===== config.mk =====
export PLATFORM = sky130hd
export DESIGN_NAME = count_monitor
export DESIGN_NICKNAME = d
export VERILOG_FILES = /design/src/rtl/count_monitor_pkg.sv /design/src/rtl/sat_counter.sv /design/src/rtl/count_monitor.sv
export SDC_FILE = /design/constraint.sdc
export NUM_CORES = 1
export LEC_CHECK = 0
export ABC_CLOCK_PERIOD_IN_PS = 3400
export CAP_MARGIN = 20
export CORE_MARGIN = 2
export CORE_UTILIZATION = 48
export CTS_CLUSTER_SIZE = 40
export DETAILED_ROUTE_END_ITERATION = 6
export PLACE_DENSITY = 0.75
export SYNTH_ARGS = -nofsm -noshare
export SYNTH_HDL_FRONTEND = slang
export SYNTH_SLANG_ARGS = --single-unit

===== constraint.sdc =====
create_clock -name clk -period 3.4 [get_ports clk]
set_input_delay 0.34 -clock clk [delete_from_list [all_inputs] [get_ports clk]]
set_output_delay 0.34 -clock clk [all_outputs]
set_load 0.1 [all_outputs]

===== src/rtl/count_monitor_pkg.sv =====
// Shared types and default sizing for the count_monitor checker.
// The state encoding is visible on the monitor's state port.
package count_monitor_pkg;

    typedef enum logic [1:0] {
        ST_INIT  = 2'd0,
        ST_TRACK = 2'd1,
        ST_FAULT = 2'd2
    } state_t;

    localparam int DEF_WIDTH  = 4;
    localparam int DEF_ERR_W  = 8;
    localparam int DEF_WRAP_W = 8;

endpackage


===== src/rtl/sat_counter.sv =====
// Saturating event counter with a synchronous clear.
// When clear and inc arrive on the same edge, the clear is applied first and the increment second, so the counter ends at 1.
module sat_counter #(
    parameter int W = 8
) (
    input  logic         clk,
    input  logic         reset,
    input  logic         clear,
    input  logic         inc,
    output logic [W-1:0] value
);

    logic [W-1:0] base;
    logic [W-1:0] next_value;

    always_comb begin
        base       = clear ? '0 : value;
        next_value = base;
        if (inc && (base != '1)) begin
            next_value = base + W'(1);
        end
    end

    always_ff @(posedge clk or posedge reset) begin
        if (reset) begin
            value <= '0;
        end else begin
            value <= next_value;
        end
    end

endmodule


===== src/rtl/count_monitor.sv =====
// Passive checker for a free-running up-counter. It predicts each count from the previous sample and flags any deviation.
// It also counts mismatches and legal wraps.
//   state    | meaning
//   ST_INIT  | after reset; the first sample must be 0
//   ST_TRACK | the last sample matched the prediction
//   ST_FAULT | the last sample mismatched; one matching sample returns to ST_TRACK
module count_monitor
    import count_monitor_pkg::*;
#(
    parameter int WIDTH  = DEF_WIDTH,
    parameter int ERR_W  = DEF_ERR_W,
    parameter int WRAP_W = DEF_WRAP_W
) (
    input  logic              clk,
    input  logic              reset,
    input  logic              enable,
    input  logic [WIDTH-1:0]  count,
    input  logic              clear,
    output logic [WIDTH-1:0]  expected,
    output logic              mismatch,
    output logic              err_sticky,
    output logic [ERR_W-1:0]  err_count,
    output logic              wrap_pulse,
    output logic [WRAP_W-1:0] wrap_count,
    output logic [1:0]        state
);

    state_t           state_q;
    state_t           state_d;
    logic [WIDTH-1:0] count_q;
    logic             en_q;
    logic             mm;
    logic             wrap_ev;

    always_ff @(posedge clk or posedge reset) begin
        if (reset) begin
            state_q <= ST_INIT;
        end else begin
            state_q <= state_d;
        end
    end

    // Encoding 3 is unreachable; it behaves like ST_INIT.
    always_comb begin
        state_d  = state_q;
        expected = '0;
        case (state_q)
            ST_TRACK, ST_FAULT: expected = count_q + WIDTH'(en_q);
            default:            expected = '0;
        endcase
        mm      = (count != expected);
        wrap_ev = !mm && en_q && (count_q == '1) && (count == '0);
        case (state_q)
            ST_TRACK: state_d = mm ? ST_FAULT : ST_TRACK;
            ST_FAULT: state_d = mm ? ST_FAULT : ST_TRACK;
            default:  state_d = mm ? ST_FAULT : ST_TRACK;
        endcase
    end

    // The history registers always resync to what was observed, so one glitch gives one mismatch.
    always_ff @(posedge clk or posedge reset) begin
        if (reset) begin
            count_q    <= '0;
            en_q       <= 1'b0;
            mismatch   <= 1'b0;
            wrap_pulse <= 1'b0;
            err_sticky <= 1'b0;
        end else begin
            count_q    <= count;
            en_q       <= enable;
            mismatch   <= mm;
            wrap_pulse <= wrap_ev;
            if (mm) begin
                err_sticky <= 1'b1;
            end else if (clear) begin
                err_sticky <= 1'b0;
            end
        end
    end

    sat_counter #(.W(ERR_W)) u_err_cnt (
        .clk   (clk),
        .reset (reset),
        .clear (clear),
        .inc   (mm),
        .value (err_count)
    );

    sat_counter #(.W(WRAP_W)) u_wrap_cnt (
        .clk   (clk),
        .reset (reset),
        .clear (clear),
        .inc   (wrap_ev),
        .value (wrap_count)
    );

    assign state = state_q;

endmodule


==> results_dict.tcl, run 1 <==
set metrics [dict create \
    die_area_sq_um 3220 \
    finalSetupViolations 0 \
    drt_wl_total_mm 2.84 \
    synth_compound_area_share_pct 6.65 \
    setup_tns_ps 0 \
    placementRows 19 \
    cp_common_cell "ha_1" \
    synthTopCellsByArea "dfrtp_1 47%, xnor2_1 6.6%, nor2b_1 4.7%" \
    start_util_pct 49.3 \
    holdCritPathClass "input port to async pin" \
    instances_no_fill 193 \
    syn2layout_area_growth_pct 29.8 \
    worstSetupPathType "flop to flop" \
    path_cells "ha_1, ha_1, nor4bb_1, a31oi_1, o21ai_0, nand4_1, or3_1, a21oi_1" \
    yosysWarnings 0 \
    synth_xor_area_share_pct 9.08 \
    p_leak_nw 0.738 \
    start_kind "flop" \
    cts_max_level 1 \
    p_per_area_nw_per_um2 457 \
    die_y_microns 56.8 \
    fmax_mhz 369 \
    pin_count 33 \
    synth_adder_area_share_pct 3.75 \
    utilization_pct 64.0 \
    hold_slack_ps 355 \
    required_ps 3650 \
    post_cts_resized 0 \
    yosys.area_share.simple_pct 26.4 \
    critPathMaxFanout 7 \
    hold_violations 0 \
    placed_area_sq_um 1680 \
    synth_flop_cell "dfrtp_1" \
    ctsRootBufferMaster "clkbuf_4" \
    post_cts_buffers 0 \
    period_share_pct 79.8 \
    wl_met2_mm 1.33 \
    syn-cell-area_sq_um 1340 \
    wl_per_cell_microns 14.7 \
    clkTransAtPathRegs_ps 140 \
    drv_slew 0 \
    syn_inst 127 \
    drc 0 \
    arrival_ps 2960 \
    dpl.cell_count 188 \
    clkSinkCount 25 \
    grt_first_pass_wirelength_mm 4.93 \
    fin_nets 175 \
    worst_path_max_delay_cell "or3_1" \
    ant_nets 0 \
    vias 1093 \
    die_w_microns 56.8 \
    yosysSeqAreaShare_pct 46.8 \
    setup.worst_path.end_class "flop" \
    clock_latency_ps 320 \
    yosysTopAreaCellShare_pct 46.8 \
    core_area_sq_um 2710 \
    yosysTopAreaCell "dfrtp_1" \
    power_mw 0.793 \
    grt_max_degree 26 \
    ys_ff_latch 25 \
    globalplace.congestion 0.829 \
    critPathTopFamily "simple AND/OR/NAND/NOR gates" \
    worstMarginPinSlew_ps 980 \
    hpwl_mm 2.06 \
    clockBufferDepth 2 \
    peakVddDrop_v 0.000533 \
    synth_nets 139 \
    cpPeakStageDelay_ps 420 \
    finalWorstSetupSlack_ps 688 \
    cap_violations 0 \
    drt-vias-per-instance 5.66 \
    firstDrtPassIters 4 \
    ctsHoldBuffers 0 \
    synth_top_family_by_area "simple AND/OR/NAND/NOR gates" \
    cts_made_buffers 3 \
    wl_met1_mm 1.31 \
    synthArstFlopShare_pct 100 \
    slew_headroom_pct 34.5 \
    grt-ovfl-total 0 \
    antenna_cells 0 \
    drt_iter0_drc 38 \
    final.min_clock_period_ps 2710 \
    synth_area_per_cell_sq_um 10.5 \
    grt_usage_pct 19.4 \
    wl_met3_microns 160 \
    rsz0062_at_grt "no" \
    synth_cell_types 36 \
    top_layer "met4" \
    drive_above_1_share_pct 11.7 \
    antenna_found_initial 0 \
    synthMuxAreaShare_pct 4.78 \
    port_buffers 32 \
    status "completed" \
    cts_tree "done" \
    post-place-ws_ps 437 \
    finClkSkew_ps 13.0 \
    first_global_vias 1078 \
    critPathBufInv 0 \
    design_area_sq_um 1730 \
    synth_edf_count 0 \
]
state kept, by name, summed over array words and instances, names as in the netlist:
signal / cells
u_err_cnt.value: 8
mismatch: 1
count_q: 4
u_wrap_cnt.value: 8
en_q: 1
wrap_pulse: 1
state: 1
err_sticky: 1
cells in the mapped netlist (3+ instances only):
master,instances
nor2_1,10
dfrtp_1,25
nand3_1,6
mux2i_1,3
xnor2_1,10
o21ai_0,4
and3_1,3
mux2_2,3
nor3_1,3
nor2b_1,10
nand2_1,8
ha_1,4
nand4_1,6
a21oi_1,3
logic make-up after synthesis:
| family | Yosys count |
|---|---|
| buffers and inverters | 6 |
| flip-flops | 25 |
| XOR/XNOR | 13 |
| AO/OA/AOI/OAI | 14 |
| AND/OR/NAND/NOR | 59 |
| adder cells (fa/ha/maj) | 4 |
| multiplexers | 6 |
power breakdown:
group          total [mW]  internal [mW]  switching [mW]
logic               0.324         0.0819           0.242
clock network       0.133         0.0459          0.0875
registers           0.335          0.316          0.0194
layout by cell type (no fill, tap or decap), types with 2 or more instances in the layout:
| cell type | synthesis | final |
|---|---|---|
| clkdlybuf4s50_1 | 0 | 28 |
| dfrtp_1 | 25 | 23 |
| xnor2_1 | 10 | 10 |
| nor2b_1 | 10 | 10 |
| nor2_1 | 10 | 9 |
| nand2_1 | 8 | 8 |
| nand4_1 | 6 | 6 |
| nand3_1 | 6 | 6 |
| buf_4 | 1 | 5 |
| o21ai_0 | 4 | 4 |
| ha_1 | 4 | 4 |
| a21oi_1 | 3 | 3 |
| and3_1 | 3 | 3 |
| nor3_1 | 3 | 3 |
| mux2i_1 | 3 | 3 |
| mux2_2 | 3 | 3 |
| clkbuf_4 | 0 | 3 |
| and2b_1 | 2 | 2 |
| and4_1 | 2 | 2 |
| a31oi_1 | 2 | 2 |
| inv_1 | 2 | 2 |
| xor2_1 | 2 | 2 |
| and4b_1 | 2 | 2 |
| or3_1 | 2 | 2 |
| dfrtp_4 | 0 | 2 |
path summary, 6_finish.rpt:
kind	to	cells past startpoint	from	slack [ps]
worst max-delay path	u_wrap_cnt.value[4]$_DFF_PP0_	8	count_q[0]$_DFF_PP0_	690
worst min-delay path	count_q[3]$_DFF_PP0_	3	reset	360
worst max register to register	u_wrap_cnt.value[4]$_DFF_PP0_	8	count_q[0]$_DFF_PP0_	690
worst min register to register	err_sticky$_DFFE_PP0P_	1	err_sticky$_DFFE_PP0P_	500
max in group asynchronous	state[0]$_DFF_PP0_	3	reset	2880
min in group clk	en_q$_DFF_PP0_	1	enable	470
final cells by class:
type	instances	area [sq um]
repair buffers	34	345
fillers	225	976
flip-flops and latches	25	633
multi-input cells	96	679
well taps	31	38.8
inverters	3	11.3
clock buffers	4	26.3
metal layers:
layer	track usage, %	vias to the layer above
met5	0	-
met4	5.98	0
met3	3.00	5
met2	32.1	40
met1	26.4	525
li1	-	523
worst reg2reg max path, stage by stage (launching register included):
cell and delay [ps]:
dfrtp_1 410, ha_1 230, ha_1 350, nor4bb_1 300, a31oi_1 90, o21ai_0 360
nand4_1 330, or3_1 420, a21oi_1 170
Note: power is estimated with default switching activity, not from simulation.
==> inputs of run 2 (changes only) <==
- ABC_CLOCK_PERIOD_IN_PS: 3400 -> 2800
- clock period: 3.4 -> 2.8 ns (I/O delays scaled with it)
==> results_dict.tcl, run 2 (synthesis gave the netlist of run 1 again) <==
set metrics [dict create \
    setup.worst_path.end_class "flop" \
    drt-vias-per-instance 5.52 \
    p_clk_share_pct 17.1 \
    critPathMaxFanout 5 \
    layout_common_cells "29 x buf_4, 23 x dfrtp_1, 10 x nor2b_1" \
    holdCritPathClass "input port to async pin" \
    grt_usage_pct 19.2 \
    swShare_pct 44.3 \
    placementRows 19 \
    rsz0062_at_grt "no" \
    slew_headroom_pct 66.0 \
    p_seq_share_pct 42.7 \
    wl_per_cell_microns 14.4 \
    setup_tns_ps 0 \
    cts_max_level 1 \
    clockBufferDepth 2 \
    grt-ovfl-total 0 \
    die_y_microns 56.8 \
    layout_commonest_cell "buf_4" \
    pin_count 33 \
    hpwl_mm 2.16 \
    worstMarginPinSlew_ps 508 \
    worstSetupPathType "flop to flop" \
    post_cts_buffers 0 \
    clock_latency_ps 320 \
    p_per_area_nw_per_um2 563 \
    die_w_microns 56.8 \
    arrival_ps 2800 \
    path_cells "ha_1, ha_1, nor4bb_1, a31oi_1, o21ai_0, a31oi_1, nand4_1, mux2_2" \
    globalplace.congestion 0.834 \
    status "completed" \
    fin_nets 177 \
    drv_slew 0 \
    syn2layout_area_growth_pct 27.5 \
    die_area_sq_um 3220 \
    core_area_sq_um 2710 \
    utilization_pct 62.9 \
    hold_violations 0 \
    finClkSkew_ps 4.33 \
    grt_max_degree 15 \
    drive_above_1_share_pct 26.8 \
    clkSinkCount 25 \
    grt_first_pass_wirelength_mm 4.91 \
    p_int_mw 0.534 \
    cts_tree "done" \
    worst_path_max_delay_cell "dfrtp_1" \
    clkTransAtPathRegs_ps 130 \
    antenna_cells 0 \
    drt_wl_total_mm 2.80 \
    ctsHoldBuffers 0 \
    port_buffers 32 \
    ctsRootBufferMaster "clkbuf_4" \
    p_leak_nw 0.786 \
    power_mw 0.960 \
    start_util_pct 49.3 \
    hold_slack_ps 244 \
    top_regs "u_err_cnt.value x8, u_wrap_cnt.value x8, count_q x4" \
    required_ps 3030 \
    critPathTopFamily "compound AO/OA/AOI/OAI gates" \
    antenna_found_initial 0 \
    cap_violations 0 \
    period_share_pct 91.8 \
    vias 1077 \
    pwr-share-comb_pct 40.2 \
    p_sw_mw 0.426 \
    ant_nets 0 \
    post_cts_resized 0 \
    start_kind "flop" \
    final.min_clock_period_ps 2570 \
    peakVddDrop_v 0.000581 \
    fmax_mhz 389 \
    drc 0 \
    drt_iter0_drc 29 \
    cpPeakStageDelay_ps 400 \
    finalSetupViolations 0 \
    cts_made_buffers 3 \
    firstDrtPassIters 4 \
    critPathBufInv 0 \
    first_global_vias 1054 \
]
-- run 2: path summary, 6_finish.rpt --
check	slack (ps)	end	depth (start not counted)	startpoint
worst max-delay path	230	u_err_cnt.value[4]$_DFF_PP0_	8	count_q[0]$_DFF_PP0_
worst min-delay path	240	count_q[1]$_DFF_PP0_	2	reset
worst max register to register	230	u_err_cnt.value[4]$_DFF_PP0_	8	count_q[0]$_DFF_PP0_
worst min register to register	510	err_sticky$_DFFE_PP0P_	1	err_sticky$_DFFE_PP0P_
max in group asynchronous	1990	u_wrap_cnt.value[0]$_DFF_PP0_	3	reset
min in group clk	390	en_q$_DFF_PP0_	1	enable
-- run 2: power groups by stage --
stage          Sequential (mW)  Clock, mW  Combinational, mW
6_report                 0.410      0.164              0.385
2_1_floorplan            0.539          0              0.182
4_1_cts                  0.411      0.168              0.388
5_1_grt                  0.417      0.186              0.403
3_3_place_gp             0.417          0              0.385
3_5_place_dp             0.418          0              0.386
-- run 2: stage by stage --
step / setup WS (ps) / area (sq um) / instances
6_report: 229 / 1700 / 195
5_1_grt: 85.0 / 1700 / 195
4_1_cts: 241 / 1700 / 195
3_5_place_dp: 138 / 1680 / 191
3_3_place_gp: 196 / 1680 / 191
2_1_floorplan: -513 / 1370 / 127
-- run 2: layout make-up --
type	instances	area (sq um)
tap	31	38.8
timing repair buffer	36	288
clock buffer	4	26.3
inverter	3	11.3
multi-input combinational	96	707
sequential	25	633
fill	248	1010
-- run 2: metal layers --
layer | routed length, microns | track usage (%) | up-vias
met3 | 87 | 3.00 | 5
met5 | 0 | 0 | -
met1 | 1300 | 26.3 | 521
li1 | - | - | 528
met4 | 38 | 4.98 | 0
met2 | 1380 | 32.1 | 23
==> inputs of run 3 (changes only) <==
--- a/config.mk
+++ b/config.mk
@@ -9,3 +9,2 @@
 export CAP_MARGIN = 20
-export CORE_MARGIN = 2
 export CORE_UTILIZATION = 48
--- a/constraint.sdc
+++ b/constraint.sdc
@@ -3,2 +3,2 @@
 set_output_delay 0.28 -clock clk [all_outputs]
-set_load 0.1 [all_outputs]
+set_load 0.005 [all_outputs]
==> results_dict.tcl, run 3 (synthesis gave the netlist of run 1 again) <==
set metrics [dict create \
    ctsHoldBuffers 0 \
    syn2layout_area_growth_pct 29.9 \
    p_leak_nw 0.741 \
    grt_max_degree 26 \
    cts_max_level 1 \
    first_global_vias 1050 \
    grt-ovfl-total 0 \
    layout_commonest_cell "clkdlybuf4s50_1" \
    period_share_pct 92.1 \
    holdCritPathClass "input port to flop" \
    arrival_ps 2790 \
    fin_nets 178 \
    worstMarginPinSlew_ps 940 \
    antenna_cells 0 \
    worst_path_max_delay_cell "or4_4" \
    drt-vias-per-instance 5.46 \
    grt_first_pass_wirelength_mm 4.49 \
    path_cells "ha_1, ha_1, xnor2_1, a31oi_1, o21ai_0, and3_1, or4_4, xnor2_2" \
    design_area_sq_um 1740 \
    placementRows 18 \
    dpl.cell_count 191 \
    setup.worst_path.end_class "flop" \
    start_kind "flop" \
    placed_area_sq_um 1710 \
    top_regs "u_err_cnt.value x8, u_wrap_cnt.value x8, count_q x4" \
    hp-start "enable" \
    cpPeakStageDelay_ps 570 \
    post_cts_resized 0 \
    setup_tns_ps 0 \
    vias 1064 \
    pin_count 33 \
    cts_made_buffers 3 \
    drc 0 \
    ant_nets 0 \
    worstRegToRegCells 8 \
    p_per_area_nw_per_um2 431 \
    critPathTopFamily "simple AND/OR/NAND/NOR gates" \
    finalWorstSetupSlack_ps 221 \
    r2r-end "u_err_cnt.value[5]$_DFF_PP0_" \
    critPathBufInv 0 \
    drt_wl_total_mm 2.68 \
    reg2reg_setup_slack_ps 220 \
    hpwl_mm 2.05 \
    drive_above_1_share_pct 9.09 \
    final.min_clock_period_ps 2580 \
    status "completed" \
    fmax_mhz 388 \
    critPathMaxFanout 6 \
    rsz0062_at_grt "no" \
    r2r_start "count_q[0]$_DFF_PP0_" \
    peakVddDrop_v 0.000309 \
    post_cts_buffers 0 \
    clock_latency_ps 310 \
    slew_headroom_pct 37.2 \
    globalplace.congestion 0.787 \
    required_ps 3010 \
    worstSetupPathType "flop to flop" \
    core_area_sq_um 2540 \
    layout_common_cells "32 x clkdlybuf4s50_1, 25 x dfrtp_1, 10 x xnor2_1, 10 x nor2_1, 10 x nor2b_1" \
    drt_iter0_drc 27 \
    cp_common_cell "ha_1" \
    die_w_microns 54.8 \
    port_buffers 32 \
    hold_violations 0 \
    drv_slew 0 \
    die_area_sq_um 3000 \
    finalSetupViolations 0 \
    ctsRootBufferMaster "clkbuf_4" \
    die_y_microns 54.8 \
    instances_no_fill 195 \
    wl_per_cell_microns 13.7 \
    cap_violations 0 \
    grt_usage_pct 20.9 \
    antenna_found_initial 0 \
    cts_tree "done" \
    clockBufferDepth 2 \
    hold_slack_ps 405 \
    clkSinkCount 25 \
    clkTransAtPathRegs_ps 130 \
    holdPathEnd "en_q$_DFF_PP0_" \
    firstDrtPassIters 4 \
    finClkSkew_ps 5.28 \
    post-place-ws_ps 244 \
    whs_path_depth 1 \
    start_util_pct 52.5 \
]
[run 3: cell count changes in the layout (fill, tap and decap cells not counted), sizes merged]
cell,delta
buf,-24
clkdlybuf4s50,+25
[run 3: worst max path at each step]
| stage | start | to | slack [ps] | cells past startpoint |
|---|---|---|---|---|
| after detailed placement | clear | u_err_cnt.value[4]$_DFF_PP0_ | 240 | 10 |
| after CTS | count_q[0]$_DFF_PP0_ | u_err_cnt.value[5]$_DFF_PP0_ | 230 | 8 |
| final | count_q[0]$_DFF_PP0_ | u_err_cnt.value[5]$_DFF_PP0_ | 220 | 8 |
| after floorplan | count_q[0]$_DFF_PP0_ | u_err_cnt.value[5]$_DFF_PP0_ | 380 | 9 |
| after global placement | count_q[0]$_DFF_PP0_ | u_err_cnt.value[5]$_DFF_PP0_ | 240 | 8 |
| after global routing | count_q[0]$_DFF_PP0_ | u_wrap_cnt.value[4]$_DFF_PP0_ | 70 | 8 |
[run 3: area by class of cell]
cell class / instances / area, sq um
timing repair buffer: 37 / 358
sequential: 25 / 626
clock buffer: 4 / 26.3
inverter: 3 / 11.3
tap: 30 / 37.5
multi-input combinational: 96 / 677
fill: 209 / 810
[run 3: per-layer routing]
layer	up-vias	routed length [microns]	GRT usage [%]
met5	-	0	0
met3	4	87	3.06
met4	0	31	9.40
li1	526	-	-
met1	512	1210	26.0
met2	22	1350	35.3
[run 3: through the flow]
step / utilization (%) / power [mW]
after floorplan: - / 0.502
after global placement: 67.2 / 0.593
after detailed placement: 67.2 / 0.595
after CTS: 68.2 / 0.758
after global routing: 68.2 / 0.789
final: 68.2 / 0.748
[run 3: power breakdown]
group	internal, mW	total [mW]	switching, mW
registers	0.382	0.406	0.0237
clock network	0.0556	0.160	0.104
logic	0.105	0.183	0.0783
total	0.542	0.748	0.206
